**config.mk**
```make
export PLATFORM = sky130hd
export DESIGN_NAME = sync_down_timer_flat
export DESIGN_NICKNAME = d
export VERILOG_FILES = /design/src/rtl/sync_down_timer_pkg.sv /design/src/rtl/sync_down_timer_if.sv /design/src/rtl/sync_down_timer_core.sv /design/src/rtl/sync_down_timer.sv /design/src/flat_wrapper.sv
export SDC_FILE = /design/constraint.sdc
export NUM_CORES = 1
export LEC_CHECK = 0
export CORE_AREA = 2 2 39 41
export CTS_CLUSTER_SIZE = 30
export DETAILED_ROUTE_END_ITERATION = 6
export DIE_AREA = 0 0 41 43
export GPL_TIMING_DRIVEN = 0
export PLACE_DENSITY = 0.74
export SLEW_MARGIN = 0
export SYNTH_ARGS = -nofsm -noshare
export SYNTH_HDL_FRONTEND = slang
export SYNTH_SLANG_ARGS = --single-unit
```
**constraint.sdc**
```tcl
create_clock -name clk -period 3.29 [get_ports clk]
set_clock_uncertainty 0.15 [all_clocks]
set_input_delay 0.4935 -clock clk [delete_from_list [all_inputs] [get_ports clk]]
set_output_delay 0.4935 -clock clk [all_outputs]
set_load 0.005 [all_outputs]
```
**src/rtl/sync_down_timer_pkg.sv**
```systemverilog
// Shared constants for the programmable down-timer: state encoding and default width.
package down_timer_pkg;

  localparam int DEFAULT_WIDTH = 4;

  localparam logic ST_IDLE = 1'b0;
  localparam logic ST_RUN  = 1'b1;

  typedef enum logic {
    S_IDLE = ST_IDLE,
    S_RUN  = ST_RUN
  } state_t;

endpackage

```
**src/rtl/sync_down_timer_if.sv**
```systemverilog
// Control/status bundle between a sequential block and its down-timer.
interface sync_down_timer_if
  import down_timer_pkg::*;
#(
  parameter int WIDTH = DEFAULT_WIDTH
);
  logic             start;
  logic [WIDTH-1:0] load_val;
  logic             en;
  logic             auto_reload;
  logic             abort;
  logic [WIDTH-1:0] q;
  logic             busy;
  logic             tc;

  modport master (
    output start, load_val, en, auto_reload, abort,
    input  q, busy, tc
  );

  modport slave (
    input  start, load_val, en, auto_reload, abort,
    output q, busy, tc
  );
endinterface

```
**src/rtl/sync_down_timer_core.sv**
```systemverilog
// WIDTH-bit count register with clear, load and decrement, plus zero/one flags.
module down_count_core
  import down_timer_pkg::*;
#(
  parameter int WIDTH = DEFAULT_WIDTH
) (
  input  logic             clk,
  input  logic             rst,
  input  logic             clr,
  input  logic             load,
  input  logic [WIDTH-1:0] load_val,
  input  logic             dec,
  output logic [WIDTH-1:0] q,
  output logic             is_one,
  output logic             is_zero
);

  // The caller only asserts dec for q>=2, so the subtract never borrows out.
  always_ff @(posedge clk) begin
    if (rst || clr) begin
      q <= '0;
    end else if (load) begin
      q <= load_val;
    end else if (dec) begin
      q <= q - WIDTH'(1);
    end
  end

  assign is_one  = (q == WIDTH'(1));
  assign is_zero = (q == '0);

endmodule

```
**src/rtl/sync_down_timer.sv**
```systemverilog
// Programmable down-timer: one-shot or periodic, one-cycle terminal-count pulse.
module sync_down_timer
  import down_timer_pkg::*;
#(
  parameter int WIDTH = DEFAULT_WIDTH
) (
  input  logic                  clk,
  input  logic                  rst,
  sync_down_timer_if.slave      bus
);

  state_t           state, state_next;
  logic [WIDTH-1:0] reload_reg, reload_next;
  logic             tc, tc_next;
  logic [WIDTH-1:0] q;
  logic             is_one, is_zero;
  logic             core_clr, core_load, core_dec;
  logic [WIDTH-1:0] core_val;

  down_count_core #(.WIDTH(WIDTH)) u_core (
    .clk      (clk),
    .rst      (rst),
    .clr      (core_clr),
    .load     (core_load),
    .load_val (core_val),
    .dec      (core_dec),
    .q        (q),
    .is_one   (is_one),
    .is_zero  (is_zero)
  );

  always_ff @(posedge clk) begin
    if (rst) begin
      state      <= S_IDLE;
      reload_reg <= '0;
      tc         <= 1'b0;
    end else begin
      state      <= state_next;
      reload_reg <= reload_next;
      tc         <= tc_next;
    end
  end

  // Priority: abort > start > terminal event / decrement.
  always_comb begin
    state_next  = state;
    reload_next = reload_reg;
    tc_next     = 1'b0;
    core_clr    = 1'b0;
    core_load   = 1'b0;
    core_dec    = 1'b0;
    core_val    = bus.load_val;

    if (bus.abort) begin
      core_clr   = 1'b1;
      state_next = S_IDLE;
    end else if (bus.start) begin
      if (bus.load_val != '0) begin
        core_load   = 1'b1;
        reload_next = bus.load_val;
        state_next  = S_RUN;
      end else begin
        // Zero period expires immediately without ever entering RUN.
        core_clr   = 1'b1;
        tc_next    = 1'b1;
        state_next = S_IDLE;
      end
    end else if (state == S_RUN && bus.en) begin
      if (is_one) begin
        tc_next = 1'b1;
        if (bus.auto_reload) begin
          core_load = 1'b1;
          core_val  = reload_reg;
        end else begin
          core_clr   = 1'b1;
          state_next = S_IDLE;
        end
      end else if (!is_zero) begin
        core_dec = 1'b1;
      end
    end
  end

  assign bus.q    = q;
  assign bus.busy = (state == S_RUN);
  assign bus.tc   = tc;

endmodule
```
**src/flat_wrapper.sv**
```systemverilog
// flat-port wrapper written by rule: the top's interface ports become plain ports
module sync_down_timer_flat import down_timer_pkg::*;
#(
  parameter int WIDTH = DEFAULT_WIDTH
)
  (clk, rst, bus_start, bus_load_val, bus_en, bus_auto_reload, bus_abort, bus_q, bus_busy, bus_tc);
  sync_down_timer_if #(.WIDTH(WIDTH)) bus_i ();
  input  logic clk;
  input  logic rst;
  input wire logic [$bits(bus_i.start)-1:0] bus_start;
  input wire logic [$bits(bus_i.load_val)-1:0] bus_load_val;
  input wire logic [$bits(bus_i.en)-1:0] bus_en;
  input wire logic [$bits(bus_i.auto_reload)-1:0] bus_auto_reload;
  input wire logic [$bits(bus_i.abort)-1:0] bus_abort;
  output wire logic [$bits(bus_i.q)-1:0] bus_q;
  output wire logic [$bits(bus_i.busy)-1:0] bus_busy;
  output wire logic [$bits(bus_i.tc)-1:0] bus_tc;
  assign bus_i.start = bus_start;
  assign bus_i.load_val = bus_load_val;
  assign bus_i.en = bus_en;
  assign bus_i.auto_reload = bus_auto_reload;
  assign bus_i.abort = bus_abort;
  assign bus_q = bus_i.q;
  assign bus_busy = bus_i.busy;
  assign bus_tc = bus_i.tc;
  sync_down_timer #(.WIDTH(WIDTH)) u_core (.clk(clk), .rst(rst), .bus(bus_i));
endmodule
```
==> impl_results.md, run 1 <==
- Clock Tree Root: clkbuf_4
- Final worst-path setup slack: 1.21 ns
- Synthesized flop and latch total: 10
- Initial core utilization: 46.1%
- Relative slew slack: 58.2%
- Worst Hold Class: reg2reg
- Worst slew pin tran: 0.624 ns
- Synth unique cells: 30
- Final hold violation count: 0
- CP delay by family, top: compound AO/OA/AOI/OAI gates
- Placed Instances: 101
- Vias per cell: 5.59
- DRC errors left: 0
- Crit path time final: 2.08 ns
- Drt total wl: 1410 um
- Syn Nets: 83
- Clock H-tree levels: 1
- Critical path fanouts, max: 7
- First-pass GRT wire length: 2240 um
- Achievable frequency: 0.482 GHz
- Warnings from Yosys: 0
- Max incr delay on CP: 0.53 ns
- Sequential share of the synthesized area: 31.4%
- Area Growth Syn to Fin: 30.2%
- Final Instance Count excl. Fillers: 104
- Num CTS Buffers: 3
- Final setup viols: 0
- Buf+Inv Stages, Crit Path: 1
- Vias in the first global route: 510
- Nets: 103
- Syn avg cell area: 9.12 um^2
- Status: completed
- DIE WIDTH: 41 um
- Clk slew on worst S/H paths: 0.07 ns
- Die H: 43 um
- Largest net degree at the start of global routing: 11
- Fraction of layout cells with a size suffix above 1: 17.0%
- Drt wl/cell: 13.6 um
- Crit. End Element: register
- Setup TNS: 0 ns
- RePlAce Congestion: 0.840
- GRT Total Usage: 19.5%
- CTS tree: done
- Port bufs: 15
- Clock Tree Buf Depth: 2
- Critical Path AT: 2.05 ns
- Core area: 0.00138 mm^2
- LEAKAGE: 0.294 nW
- # IOs: 16
- DR pass1 iterations: 4
- Clock sinks: 10
- Kind of critical path: in2reg
- CTS Hold Buffers Added: 0
- DRT antenna net count: 0
- CP max-delay cell: o211ai_1
- Grt total ovfl: 0
- Die ar.: 0.00176 mm^2
- Hpwl dp: 1090 um
- Post-CTS Repair Setup Buffers: 0
- Place WS: 0.914 ns
- Period utilization: 63.1%
- Power per Cell Area: 322 mW/mm^2
- Worst EP required: 3.27 ns
- Max-slew violations: 0
- Post-Syn Instances: 70
- Std-Cell Rows: 14
- CTS resizes: 0
- Max VDD drop: 0.268 mV
- Crit path cell chain: clkdlybuf4s50_1 -> nor4b_1 -> nand3_1 -> o211ai_1 -> a2111oi_2
- Clock Latency Late Sink: 0.27 ns
- Max_cap viols: 0
- Initial antenna violation count: 0
- Cell Area, Synth: 638 um^2
- Initial drt markers: 9
- Via count: 581
- RSZ-0062 raised after global routing: false
- Antenna diodes: 0
- CP Launch Type: input pin
routing by layer:
metal  wire (um)  vias to the layer above  GRT usage [%]
met5           0                        -              0
met4          48                        0           14.0
met3          45                        5           3.14
met2         656                       11           28.7
met1         659                      264           24.3
li1            -                      301              -
power by group:
| part | internal (mW) | total [mW] | leakage, nW | switching, mW |
|---|---|---|---|---|
| sequential | 0.125 | 0.129 | 0.0815 | 0.00372 |
| combinational | 0.0278 | 0.0510 | 0.199 | 0.0232 |
| clock | 0.0424 | 0.0875 | 0.0138 | 0.0450 |
worst register-to-register path, delay by kind of cell (launching register included):
family          cells  cell delay, ns
fa+ha+maj           1            0.25
compound gates      2            0.64
buf+inv             1            0.14
flops               1            0.32
simple gates        2            0.40
kinds of logic after synthesis:
family	count (synthesis)	share of synthesized area (%)
compound gates	19	25.3
fa+ha+maj	3	5.88
buf+inv	5	4.12
flops	10	31.4
mux	3	4.71
simple gates	30	28.6
metrics by stage:
step | util (%) | power (mW) | hold slack, ns | area (um^2)
after global placement | 58.4 | 0.182 | 0.312 | 808
after floorplan | - | 0.159 | 0.277 | 638
after detailed placement | 58.4 | 0.183 | 0.307 | 808
final | 60.0 | 0.268 | 0.316 | 831
after global routing | 60.0 | 0.279 | 0.331 | 831
after CTS | 60.0 | 0.269 | 0.316 | 831
cell usage in the layout (no fill, tap or decap), drive strengths merged, types with 2 or more instances in the layout:
master	synthesis	layout
a2111oi	2	2
a21oi	5	5
and4bb	2	2
clkbuf	0	3
clkdlybuf4s50	0	15
dfxtp	10	10
ha	3	3
inv	4	4
mux2i	3	3
nand2	3	3
nand2b	2	2
nand3	3	3
nor2	10	10
nor3	2	2
o21ai	2	2
o221ai	2	2
or2b	2	2
area by class of cell:
class	count	area, um^2
Fill cell	139	553
Multi-Input combinational cell	55	412
Sequential cell	10	200
Timing Repair Buffer	15	150
Clock buffer	3	22.5
Tap cell	16	20.0
Inverter	4	15.0
Buffer	1	11.3
cells in the mapped netlist:
cell type   n  area [um^2]
a22o_2      1         10.0
dfxtp_1    10          200
inv_1       4         15.0
a21oi_1     5         25.0
and4bb_2    2         25.0
a32o_1      1         10.0
a21boi_0    1         7.51
or2b_1      2         15.0
a22oi_1     1         7.51
a32oi_1     1         8.76
buf_6       1         11.3
o221ai_1    2         17.5
nor4_2      1         12.5
a2111oi_2   2         30.0
ha_1        3         37.5
a221oi_2    1         15.0
o31ai_2     1         12.5
nor3_1      2         10.0
nand2_1     3         11.3
or2_2       1         6.26
nand4bb_1   1         11.3
nor4b_1     1         8.76
nand3_1     3         15.0
o21ai_0     2         10.0
and2b_2     1         8.76
o211ai_1    1         7.51
and2_4      1         8.76
nand2b_1    2         12.5
nor2_1     10         37.5
mux2i_1     3         30.0
path summary, 6_finish.rpt:
check             depth (start not counted)  slack, ns                               from                                end
hold / removal                            2       0.32  u_core.reload_reg[3]$_SDFFE_PP0P_  u_core.reload_reg[3]$_SDFFE_PP0P_
setup / recovery                          5       1.21                          bus_start    u_core.u_core.q[1]$_SDFFE_PP0P_
hold reg to reg                           2       0.32  u_core.reload_reg[3]$_SDFFE_PP0P_  u_core.reload_reg[3]$_SDFFE_PP0P_
setup reg to reg                          6       1.25    u_core.u_core.q[1]$_SDFFE_PP0P_    u_core.u_core.q[1]$_SDFFE_PP0P_
No activity file was read; power rests on OpenSTA's default activity.
==> inputs of run 2 (changes only) <==
- CORE_AREA: 2 2 39 41 -> default
- CORE_MARGIN: default -> 2
- CORE_UTILIZATION: default -> 46
- DIE_AREA: 0 0 41 43 -> default
- PLACE_DENSITY: 0.74 -> 0.72
- clock period: 3.29 -> 2.1 ns (I/O delays scaled with it)
==> impl_results.md, run 2 (synthesized netlist as in run 1, its figures left out) <==
- Core area: 0.00130 mm^2 (was 0.00138 mm^2)
- Grt total ovfl: 0 (unchanged)
- Met3 usage: 3.26% (was 3.14%)
- Critical Path AT: 1.95 ns (was 2.05 ns)
- Largest net degree at the start of global routing: 11 (unchanged)
- CP Launch Type: register (was input pin)
- Critical path fanouts, max: 5 (was 7)
- Clock Tree Buf Depth: 2 (unchanged)
- Max_cap viols: 0 (unchanged)
- Flop2flop setup slack: 0.18 ns (was 1.25 ns)
- Drt total wl: 1440 um (was 1410 um)
- Crit. End Element: register (unchanged)
- RePlAce Congestion: 0.797 (was 0.840)
- Initial core utilization: 49.0% (was 46.1%)
- Clock Tree Root: clkbuf_4 (unchanged)
- Worst EP required: 2.13 ns (was 3.27 ns)
- Final hold slack: 0.325 ns (was 0.316 ns)
- RSZ-0062 raised after global routing: false (unchanged)
- GR Util met1: 26.5% (was 24.3%)
- Switching share of power: 26.6% (was 26.9%)
- Area Growth Syn to Fin: 31.2% (was 30.2%)
- LEAKAGE: 0.298 nW (was 0.294 nW)
- Hold path cells: 2 (unchanged)
- Via count: 597 (was 581)
- Antenna diodes: 0 (unchanged)
- Clock H-tree levels: 1 (unchanged)
- Crit path cell chain: inv_1 -> ha_1 -> and4bb_2 -> a32oi_1 -> a22o_2 -> a221oi_2 (was clkdlybuf4s50_1 -> nor4b_1 -> nand3_1 -> o211ai_1 -> a2111oi_2)
- Relative slew slack: 74.6% (was 58.2%)
- CTS resizes: 0 (unchanged)
- Final worst-path setup slack: 0.182 ns (was 1.21 ns)
- WHS Endpoint: u_core.reload_reg[3]$_SDFFE_PP0P_ (unchanged)
- # IOs: 16 (unchanged)
- Vias per cell: 5.74 (was 5.59)
- Final setup viols: 0 (unchanged)
- Place WS: -0.119 ns (was 0.914 ns)
- Num CTS Buffers: 3 (unchanged)
- Layer with the highest usage: met2 (unchanged)
- Drt wl/cell: 13.9 um (was 13.6 um)
- Vias in the first global route: 499 (was 510)
- Final hold violation count: 0 (unchanged)
- Achievable frequency: 0.521 GHz
- Worst slew pin tran: 0.379 ns (was 0.624 ns)
- Die ar.: 0.00170 mm^2 (was 0.00176 mm^2)
- First-pass GRT wire length: 2150 um (was 2240 um)
- R2r startpoint: u_core.u_core.q[1]$_SDFFE_PP0P_ (unchanged)
- Combinational share of power: 19.6% (was 19.1%)
- Flop pwr share: 48.3% (about the same)
- Reg2reg end: u_core.u_core.q[2]$_SDFFE_PP0P_ (was u_core.u_core.q[1]$_SDFFE_PP0P_)
- CTS tree: done (unchanged)
- Initial drt markers: 2 (was 9)
- Clock Latency Late Sink: 0.27 ns (about the same)
- Fill cells: 120 (was 139)
- Final Instance Count excl. Fillers: 104 (unchanged)
- Net Sw Power: 0.111 mW (was 0.0720 mW)
- GRT Total Usage: 21.0% (was 19.5%)
- Status: completed (unchanged)
- Crit path time final: 1.92 ns
- Fraction of layout cells with a size suffix above 1: 18.0% (was 17.0%)
- Setup TNS: 0 ns (unchanged)
- GR Layer Usage met2: 30.9% (was 28.7%)
- Max-slew violations: 0 (unchanged)
- Clock sinks: 10 (unchanged)
- Max VDD drop: 0.408 mV (was 0.268 mV)
- Most frequent cells in the layout: clkdlybuf4s50_1, nor2_1, dfxtp_1, a21oi_1, inv_1 (unchanged)
- Clk slew on worst S/H paths: 0.07 ns (about the same)
- Nets: 104 (was 103)
- Most common library cell in the layout ignoring fill and taps: clkdlybuf4s50_1 (unchanged)
- Hpwl dp: 1130 um (was 1090 um)
- Clock power share: 32.1% (was 32.7%)
- DRC errors left: 0 (unchanged)
- Period utilization: 91.4%
- Finished Cell Area: 837 um^2 (was 831 um^2)
- Worst Hold Class: reg2reg (unchanged)
- Buf+Inv Stages, Crit Path: 1 (unchanged)
- CP max-delay cell: and4bb_2 (was o211ai_1)
- Kind of critical path: reg2reg (was in2reg)
- Initial antenna violation count: 0 (unchanged)
- Power per Cell Area: 501 mW/mm^2 (was 322 mW/mm^2)
- Power Internal: 0.308 mW (was 0.196 mW)
- DR pass1 iterations: 4 (unchanged)
- Placed Instances: 100 (was 101)
- Die H: 41.2 um (was 43 um)
- DIE WIDTH: 41.2 um (was 41 um)
- DRT antenna net count: 0 (unchanged)
- CP delay by family, top: compound AO/OA/AOI/OAI gates (unchanged)
- Std-Cell Rows: 13 (was 14)
- Critical path depth in cells: 6 (was 5)
- Hold path startpoint: u_core.reload_reg[3]$_SDFFE_PP0P_ (unchanged)
- Port bufs: 15 (unchanged)
- R2R depth: 6 (unchanged)
- Max incr delay on CP: 0.33 ns (was 0.53 ns)
- Post-Place Cell Area: 807 um^2 (was 808 um^2)
==> run 2: area by class of cell <==
class,instances,area [um^2],share of cell area [%]
plain buffers,1,11.3,1.35
clock buffers,3,22.5,2.69
inverters,4,15.0,1.79
multi-input cells,55,412,49.2
flip-flops and latches,10,200,23.9
well taps,15,18.8,2.24
repair buffers,16,158,18.8
==> run 2: tightest hold or removal path, delay by kind of cell, from the launching register on <==
kind | cells | cell delay [ns]
flops | 1 | 0.32
simple gates | 1 | 0.05
compound gates | 1 | 0.05
==> run 2: worst max-delay path by stage <==
stage	from	end
after detailed placement	bus_start	u_core.u_core.q[0]$_SDFFE_PP0P_
final	u_core.u_core.q[1]$_SDFFE_PP0P_	u_core.u_core.q[2]$_SDFFE_PP0P_
after global placement	bus_start	u_core.u_core.q[0]$_SDFFE_PP0P_
after floorplan	u_core.u_core.q[1]$_SDFFE_PP0P_	u_core.u_core.q[2]$_SDFFE_PP0P_
after global routing	u_core.u_core.q[1]$_SDFFE_PP0P_	u_core.u_core.q[0]$_SDFFE_PP0P_
after CTS	u_core.u_core.q[1]$_SDFFE_PP0P_	u_core.u_core.q[0]$_SDFFE_PP0P_
==> run 2: metrics by stage <==
stage          util (%)  power [mW]
6_report           64.3       0.419
2_1_floorplan         -       0.249
3_5_place_dp       62.0       0.287
4_1_cts            63.7       0.419
5_1_grt            64.3       0.432
3_3_place_gp       62.0       0.286
==> run 2: power by group through the flow <==
stage / sequential [mW] / clock [mW] / combinational, mW
detailed placement: 0.207 / 0 / 0.0803
global route: 0.203 / 0.139 / 0.0896
CTS: 0.202 / 0.136 / 0.0807
global placement: 0.207 / 0 / 0.0791
finish: 0.202 / 0.135 / 0.0820
floorplan: 0.206 / 0 / 0.0429
==> run 2: per-layer routing <==
metal	wire length, um	vias up
met5	0	-
met4	42	0
met3	63	4
met2	642	16
met1	693	274
li1	-	303
==> run 2: what timing repair did <==
action,4_1_cts,5_1_grt
setup endpoints to repair,0,5
hold buffers,0,0
hold endpoints to repair,0,0
buffers inserted,0,1
==> patch: new RTL, flow settings as in run 2 <==
`DEFAULT_WIDTH`: 4 -> 6.
--- a/src/rtl/sync_down_timer_pkg.sv
+++ b/src/rtl/sync_down_timer_pkg.sv
@@ -1,7 +1,7 @@
 // Shared constants for the programmable down-timer: state encoding and default width.
 package down_timer_pkg;
 
-  localparam int DEFAULT_WIDTH = 4;
+  localparam int DEFAULT_WIDTH = 6;
 
   localparam logic ST_IDLE = 1'b0;
   localparam logic ST_RUN  = 1'b1;
Interface: changed (resized bus_load_val and bus_q); port bits go from 16 to 20. No check against the original RTL was run, so the function may have changed too.
==> patch against run 2 <==
Setup slack got worse by 0.0089 ns. Sequential power increased by 42%. Critical path depth unchanged. Sequential cell count increased by 4. Area after synthesis increased by 42%. Total power increased by 38%. Design area increased by 37%. Routed wire length increased by 43%. Largest cell class unchanged. Largest power group unchanged.
==> patch: results (changes against run 2) <==
status:
  status: "completed"
worst_setup_path:
  slowest_stage: "clkdlybuf4s50_1"
  cp.arrival_ns: 1.98  # +0.03 ns
  crit_family: "buffers and inverters"
  slowest_delay_ns: 0.50  # +0.17 ns
yosys:
  muxShareOfSynthArea: 0.02204  # -0.02502
  synth_cell_type_count: 43  # +43%
  syn_inst: 98  # +40%
  synth_area_leaders: "dfxtp_1, a22oi_1, nor2_1"
  synth-adder-area-share: 0.02755  # -0.03128
  seq_area_frac_synth: 0.3085  # -0.005186
  yosys-top-cells-count: "dfxtp_1, nor2_1, nand2_1"
  syn-num-nets: 112  # +35%
drt:
  dr.pass1.iters: 5  # +1
  drt_iter0_drc: 33  # +31
  wl_met2_microns: 912  # +42%
  finalWirelength_mm: 2.063  # +43%
  routed-wl-met3_microns: 102  # +62%
placement:
  dpl.hpwl_mm: 1.572  # +39%
  dpl_cell_area_sq_um: 1122  # +39%
  finalWeightedCongestion: 0.8229  # +3.2%
  portBuffers: 18  # +3
global_route:
  use_met3: 0.02160  # -0.01100
  track_usage: 0.2013  # -0.008272
  grt_pass1_vias: 794  # +59%
layout:
  drive_gt1_frac: 0.1681  # -0.01171
clock_tree:
  clk_latency_ns: 0.29  # +0.02 ns
min_path:
  hold_class: "in2reg"
pwr:
  peakVddDrop_uv: 328.4  # -19%
  p_leak_uw: 0.0004116  # +38%
sta:
  tightest_slew_ns: 0.4810  # +0.1024 ns
==> patch: worst paths after layout <==
check | from | end | slack (ns) | cells after the start
hold reg to reg | u_core.reload_reg[2] | u_core.reload_reg[2] | 0.31 | 2
setup / recovery | bus_load_val[2] | u_core.u_core.q[4] | 0.17 | 6
hold / removal | rst | u_core.reload_reg[0] | 0.22 | 2
setup reg to reg | u_core.u_core.q[0] | u_core.u_core.q[0] | 0.20 | 7
==> patch: area by class of cell <==
type / count / area, sq um
fill: 185 / 757.0
multi-input combinational: 77 / 589.3
sequential: 14 / 280.3
timing repair buffer: 18 / 180.2
tap: 27 / 33.78
buffer: 4 / 27.53
clock buffer: 3 / 22.52
inverter: 3 / 11.26
==> patch: power breakdown <==
part           internal (uW)  leakage, uW  total (uW)  switching [uW]
Clock                   66.7    0.0000138         157            90.2
Sequential               276     0.000114         287            11.5
Combinational           67.3     0.000284         135            67.9
